<file path="src/rtl/pipeline_ctrl_pkg.sv">
// pipeline_ctrl_pkg: shared FSM states, stage control bundle and fixed control patterns for the pipeline controller
package pipeline_ctrl_pkg;
  typedef enum logic [1:0] {RUN = 2'd0, MEM_WAIT = 2'd1, FLUSH = 2'd2} ctrl_state_t;
  localparam int REG_ZERO = 0;
  typedef struct packed {
    logic stall_if;
    logic stall_id;
    logic stall_ex;
    logic stall_mem;
    logic flush_id;
    logic flush_ex;
    logic bubble_wb;
  } stage_ctrl_t;
  localparam stage_ctrl_t CTRL_FREEZE   = 7'b1111001;
  localparam stage_ctrl_t CTRL_BRANCH   = 7'b0000110;
  localparam stage_ctrl_t CTRL_LOAD_USE = 7'b1100010;
  localparam stage_ctrl_t CTRL_REFILL   = 7'b0000100;
endpackage

</file>
<file path="src/rtl/pipeline_control_unit_sat_counter.sv">
// sat_counter: W-bit up counter (clk, clear, inc -> count) that sticks at all-ones instead of wrapping
module sat_counter #(
  parameter int W = 32
) (
  input  logic         clk,
  input  logic         clear,
  input  logic         inc,
  output logic [W-1:0] count
);
  always_ff @(posedge clk)
    if (clear) count <= '0;
    else if (inc && !(&count)) count <= count + W'(1);
endmodule

</file>
<file path="src/rtl/pipeline_control_unit.sv">
// pipeline_control_unit: Mealy hazard controller (hazard inputs -> stage stalls/flushes, pc_redirect, watchdog error, debug state, perf counters)
module pipeline_control_unit import pipeline_ctrl_pkg::*; #(
  parameter int REG_AW      = 5,
  parameter int CNT_W       = 32,
  parameter int MEM_TIMEOUT = 64
) (
  input  logic              clk,
  input  logic              rst,
  input  logic [REG_AW-1:0] id_rs1,
  input  logic [REG_AW-1:0] id_rs2,
  input  logic              id_rs1_used,
  input  logic              id_rs2_used,
  input  logic [REG_AW-1:0] ex_rd,
  input  logic              ex_mem_read,
  input  logic              ex_branch_taken,
  input  logic              mem_req,
  input  logic              mem_ack,
  output logic              stall_if,
  output logic              stall_id,
  output logic              stall_ex,
  output logic              stall_mem,
  output logic              flush_id,
  output logic              flush_ex,
  output logic              bubble_wb,
  output logic              pc_redirect,
  output logic              mem_timeout_err,
  output logic [1:0]        state_o,
  output logic [CNT_W-1:0]  stall_cycles,
  output logic [CNT_W-1:0]  flush_count
);
  localparam int WD_W = $clog2(MEM_TIMEOUT + 1);
  ctrl_state_t state, state_nx;
  logic pend, pend_nx;
  logic [WD_W-1:0] wd, wd_nx;
  stage_ctrl_t ctl;
  logic redirect, tmo_err, load_use, mem_stall, timeout;
  assign load_use = ex_mem_read && ex_rd != REG_AW'(REG_ZERO) &&
                    ((id_rs1_used && id_rs1 == ex_rd) || (id_rs2_used && id_rs2 == ex_rd));
  assign mem_stall = mem_req && !mem_ack;
  assign timeout = wd == WD_W'(MEM_TIMEOUT);
  always_comb begin
    ctl = '0;
    redirect = 1'b0;
    tmo_err = 1'b0;
    state_nx = state;
    pend_nx = pend;
    wd_nx = wd;
    if (state == MEM_WAIT) begin
      if (mem_ack) begin
        state_nx = pend ? FLUSH : RUN;
        pend_nx = 1'b0;
        wd_nx = '0;
      end else if (timeout) begin
        tmo_err = 1'b1;
        state_nx = RUN;
        pend_nx = 1'b0;
        wd_nx = '0;
      end else begin
        ctl = CTRL_FREEZE;
        wd_nx = wd + WD_W'(1);
      end
    end else if (mem_stall) begin
      ctl = CTRL_FREEZE;
      state_nx = MEM_WAIT;
      pend_nx = state == FLUSH;
      wd_nx = WD_W'(1);
    end else if (state == FLUSH) begin
      ctl = CTRL_REFILL;
      state_nx = RUN;
    end else if (ex_branch_taken) begin
      ctl = CTRL_BRANCH;
      redirect = 1'b1;
      state_nx = FLUSH;
    end else if (load_use) ctl = CTRL_LOAD_USE;
    if (!rst) begin
      ctl = '0;
      redirect = 1'b0;
      tmo_err = 1'b0;
    end
  end
  always_ff @(posedge clk)
    if (!rst) begin
      state <= RUN;
      pend <= 1'b0;
      wd <= '0;
    end else begin
      state <= state_nx;
      pend <= pend_nx;
      wd <= wd_nx;
    end
  assign {stall_if, stall_id, stall_ex, stall_mem, flush_id, flush_ex, bubble_wb} = ctl;
  assign pc_redirect = redirect;
  assign mem_timeout_err = tmo_err;
  assign state_o = state;
  sat_counter #(.W(CNT_W)) u_stall_cnt (.clk(clk), .clear(!rst), .inc(stall_if), .count(stall_cycles));
  sat_counter #(.W(CNT_W)) u_flush_cnt (.clk(clk), .clear(!rst), .inc(redirect), .count(flush_count));
  assert property (@(posedge clk) disable iff (!rst) !(state == FLUSH && ex_branch_taken));
endmodule

</file>
<file path="config.mk">
export PLATFORM = sky130hd
export DESIGN_NAME = pipeline_control_unit
export DESIGN_NICKNAME = d
export VERILOG_FILES = /design/src/rtl/pipeline_ctrl_pkg.sv /design/src/rtl/pipeline_control_unit_sat_counter.sv /design/src/rtl/pipeline_control_unit.sv
export SDC_FILE = /design/constraint.sdc
export NUM_CORES = 1
export LEC_CHECK = 0
export CORE_MARGIN = 2
export CORE_UTILIZATION = 53
export DETAILED_ROUTE_END_ITERATION = 7
export PLACE_DENSITY = 0.88
export SYNTH_ARGS = -nofsm -noshare
export SYNTH_HDL_FRONTEND = slang
export SYNTH_SLANG_ARGS = --single-unit
export TNS_END_PERCENT = 10
</file>
<file path="constraint.sdc">
create_clock -name clk -period 9.15 [get_ports clk]
set_clock_uncertainty 0.05 [all_clocks]
set_input_delay 2.2875 -clock clk [delete_from_list [all_inputs] [get_ports clk]]
set_output_delay 2.2875 -clock clk [all_outputs]
set_load 0.02 [all_outputs]
</file>
==> metrics.txt <==
Inst Count DP=652; PostCTS Resize Cnt=0; Clock Sinks=74; Distinct cells, synth=47; P per Cell Area=126 nW/um^2; worst path cell trace=clkdlybuf4s50_1, or4_1, o21ai_1, a2111oi_2, a21oi_4, inv_2, clkdlybuf4s50_1; DP Worst Slack=1.53 ns; initial antenna violation count=0; Die ar.=8160 um^2; Peak VDD IR=0.111 mV; final worst path period need=7.63 ns; pin count of the biggest net entering global routing=55; first-pass GRT wire length=17,000 um; CTS H-Tree Depth=3; Post-Syn Area=3950 um^2; min-delay src=pend; Synth area leader=dfxtp_1; Setup CP Type=primary input to primary output; DIE HEIGHT=90.3 um; die width=90.3 um; worst-path fanout max=54; critical path capture point type=primary output; slew of the pin with the lowest slew margin=1.20 ns; Lkg Pwr=1.62 nW; setup TNS=0 ns; synth warn=0; final setup vio count=0; Worst-Skew Late Latency=0.35 ns; Overall Power=651 uW; outcome=finished, final reports clean; CTS buffer count=9; Hold Crit Class=flop to flop; Gate Count Post-Synth=475; nets@finish=593; dominant cells by area after synthesis=dfxtp_1 (38%), xnor2_1 (7.8%), nand2_1 (4.7%); row count=31; FFs w/ async S/R, synth=0%; clock slew at reported path FFs=0.07 ns; Pre-antenna DRT Iters=5; crit start category=primary input; Initial Util=54.7%; setup ws final=1.52 ns; Worst EP required=6.81 ns; Worst R2R Start=u_flush_cnt.count[14]; unrepaired setup endpoints after global routing=no; total track usage=24.9%; CP max stage delay=0.95 ns; share of the synthesized area in the top cell type=37.5%; number of global-route vias before repair=3,659; final non-filler cell total=668; Max Cap Viol=0; hold_buf cts=0; Max Root-Sink Buffers=2; ratio of final minimum period to clock period=83.4%; Crit-path slowest cell=a21oi_4; Antenna Cells=0; sequential cell area=1480 um^2; Routed WL per cell=14.8 um; routed vias/inst=5.78; max-slew violations=0; count leader, synth=dfxtp_1; synthesized area per cell=8.31 um^2; CTS Root Cell=clkbuf_8; Slew HR=19.2%; maximum clock frequency=131 MHz; Remaining Overflow, GRT=0; Vias=3,858; WP data arrival=5.29 ns; Iter 0 DRT Violations=178; Routability Congestion=0.817; EDFF count, synth=0; Syn Nets=504; Ports=98; number of synthesized register bits=74; Post-synth top flop=dfxtp_1; CTS tree=yes; Routed Antenna Nets=0; DRC=0; sequential element share of the synthesized area=37.5%; Area growth, synth to finish=30.8%; FILL cells=572; Multi-input gate area=2330 um^2; layout cell share with drive strength beyond 1=5.80%; synth cell count leaders=dfxtp_1 (74), nand2_1 (49), nor2_1 (39); core footprint=7210 um^2; post-CTS setup buffers=0; cell mode on critical path=clkdlybuf4s50_1; count of port buffers added during placement=97; dpl hpwl=7050 um; final hold violation count=0; WL final=9890 um; crit path from=ex_rd[1]
[placed cells by master (no fill, tap or decap), types with 10 or more instances in the layout]
cell | Yosys | routed
nand4_1 | 20 | 20
nor2_1 | 39 | 39
nand2_1 | 49 | 49
nand3_1 | 24 | 24
nor4_1 | 10 | 10
mux2i_1 | 13 | 13
and3_1 | 15 | 15
inv_1 | 10 | 10
nor3_1 | 13 | 13
a21oi_1 | 24 | 24
clkdlybuf4s50_1 | 0 | 97
o21ai_0 | 21 | 21
or3_1 | 14 | 14
dfxtp_1 | 74 | 74
xnor2_1 | 35 | 35
o31ai_1 | 10 | 10
clkbuf_8 | 0 | 11
[per-stage QoR]
| stage | util [%] | cell area (um^2) | hold slack [ns] |
|---|---|---|---|
| 2_1_floorplan | - | 3950 | 0.400 |
| 3_3_place_gp | 68.8 | 4960 | 0.411 |
| 3_5_place_dp | 68.8 | 4960 | 0.421 |
| 4_1_cts | 71.6 | 5170 | 0.432 |
| 5_1_grt | 71.6 | 5170 | 0.478 |
| 6_report | 71.6 | 5170 | 0.427 |
[layer usage]
layer	routed length [um]	global-route usage, %
met5	0	0
met4	248	10.5
met3	460	4.26
met2	4940	43.1
met1	4240	30.6
[path summary, 6_finish.rpt]
path	end	slack, ns	depth (start not counted)
max	stall_id	1.52	7
min reg2reg	pend	0.43	2
min	pend	0.43	2
max reg2reg	u_flush_cnt.count[3]	6.21	6
[registers in the layout, indices dropped and copies added, names as in the netlist]
signal / count
pend: 1
u_flush_cnt.count: 32
u_stall_cnt.count: 32
wd: 7
state_o: 2
[worst max-delay path, delay by kind of cell]
family / cells / cell delay [ns]
AO/OA/AOI/OAI: 3 / 1.26
AND/OR/NAND/NOR: 1 / 0.55
buffers and inverters: 3 / 1.18
[kinds of logic (layout without fill, tap and decap cells)]
| kind of cell | count (synthesis) | count (layout) | share of synthesized area (%) |
|---|---|---|---|
| AOI/OAI and AO/OA | 79 | 79 | 12.1 |
| DFF | 74 | 74 | 37.5 |
| xor gates and xnor gates | 35 | 35 | 7.76 |
| muxes | 13 | 13 | 3.30 |
| buffers and inverters | 33 | 127 | 3.77 |
| adders and majority gates | 6 | 6 | 1.90 |
| and+or+nand+nor | 235 | 235 | 33.6 |
[cell type report]
cell class                 instances  area share (%)
clock buffer                      11            2.93
clock inverter                     5            1.02
inverter                          12           0.872
multi-input combinational        368            45.0
sequential                        74            28.7
tap                               99            2.40
timing repair buffer              99            19.1
[power breakdown]
| part | switching (mW) | internal [mW] | total [mW] | leakage (nW) |
|---|---|---|---|---|
| logic | 0.0338 | 0.0278 | 0.0616 | 0.922 |
| registers | 0.00375 | 0.325 | 0.328 | 0.597 |
| clock network | 0.122 | 0.139 | 0.262 | 0.105 |
| total | 0.160 | 0.492 | 0.651 | 1.62 |
Note: power is estimated with default switching activity, not from simulation.
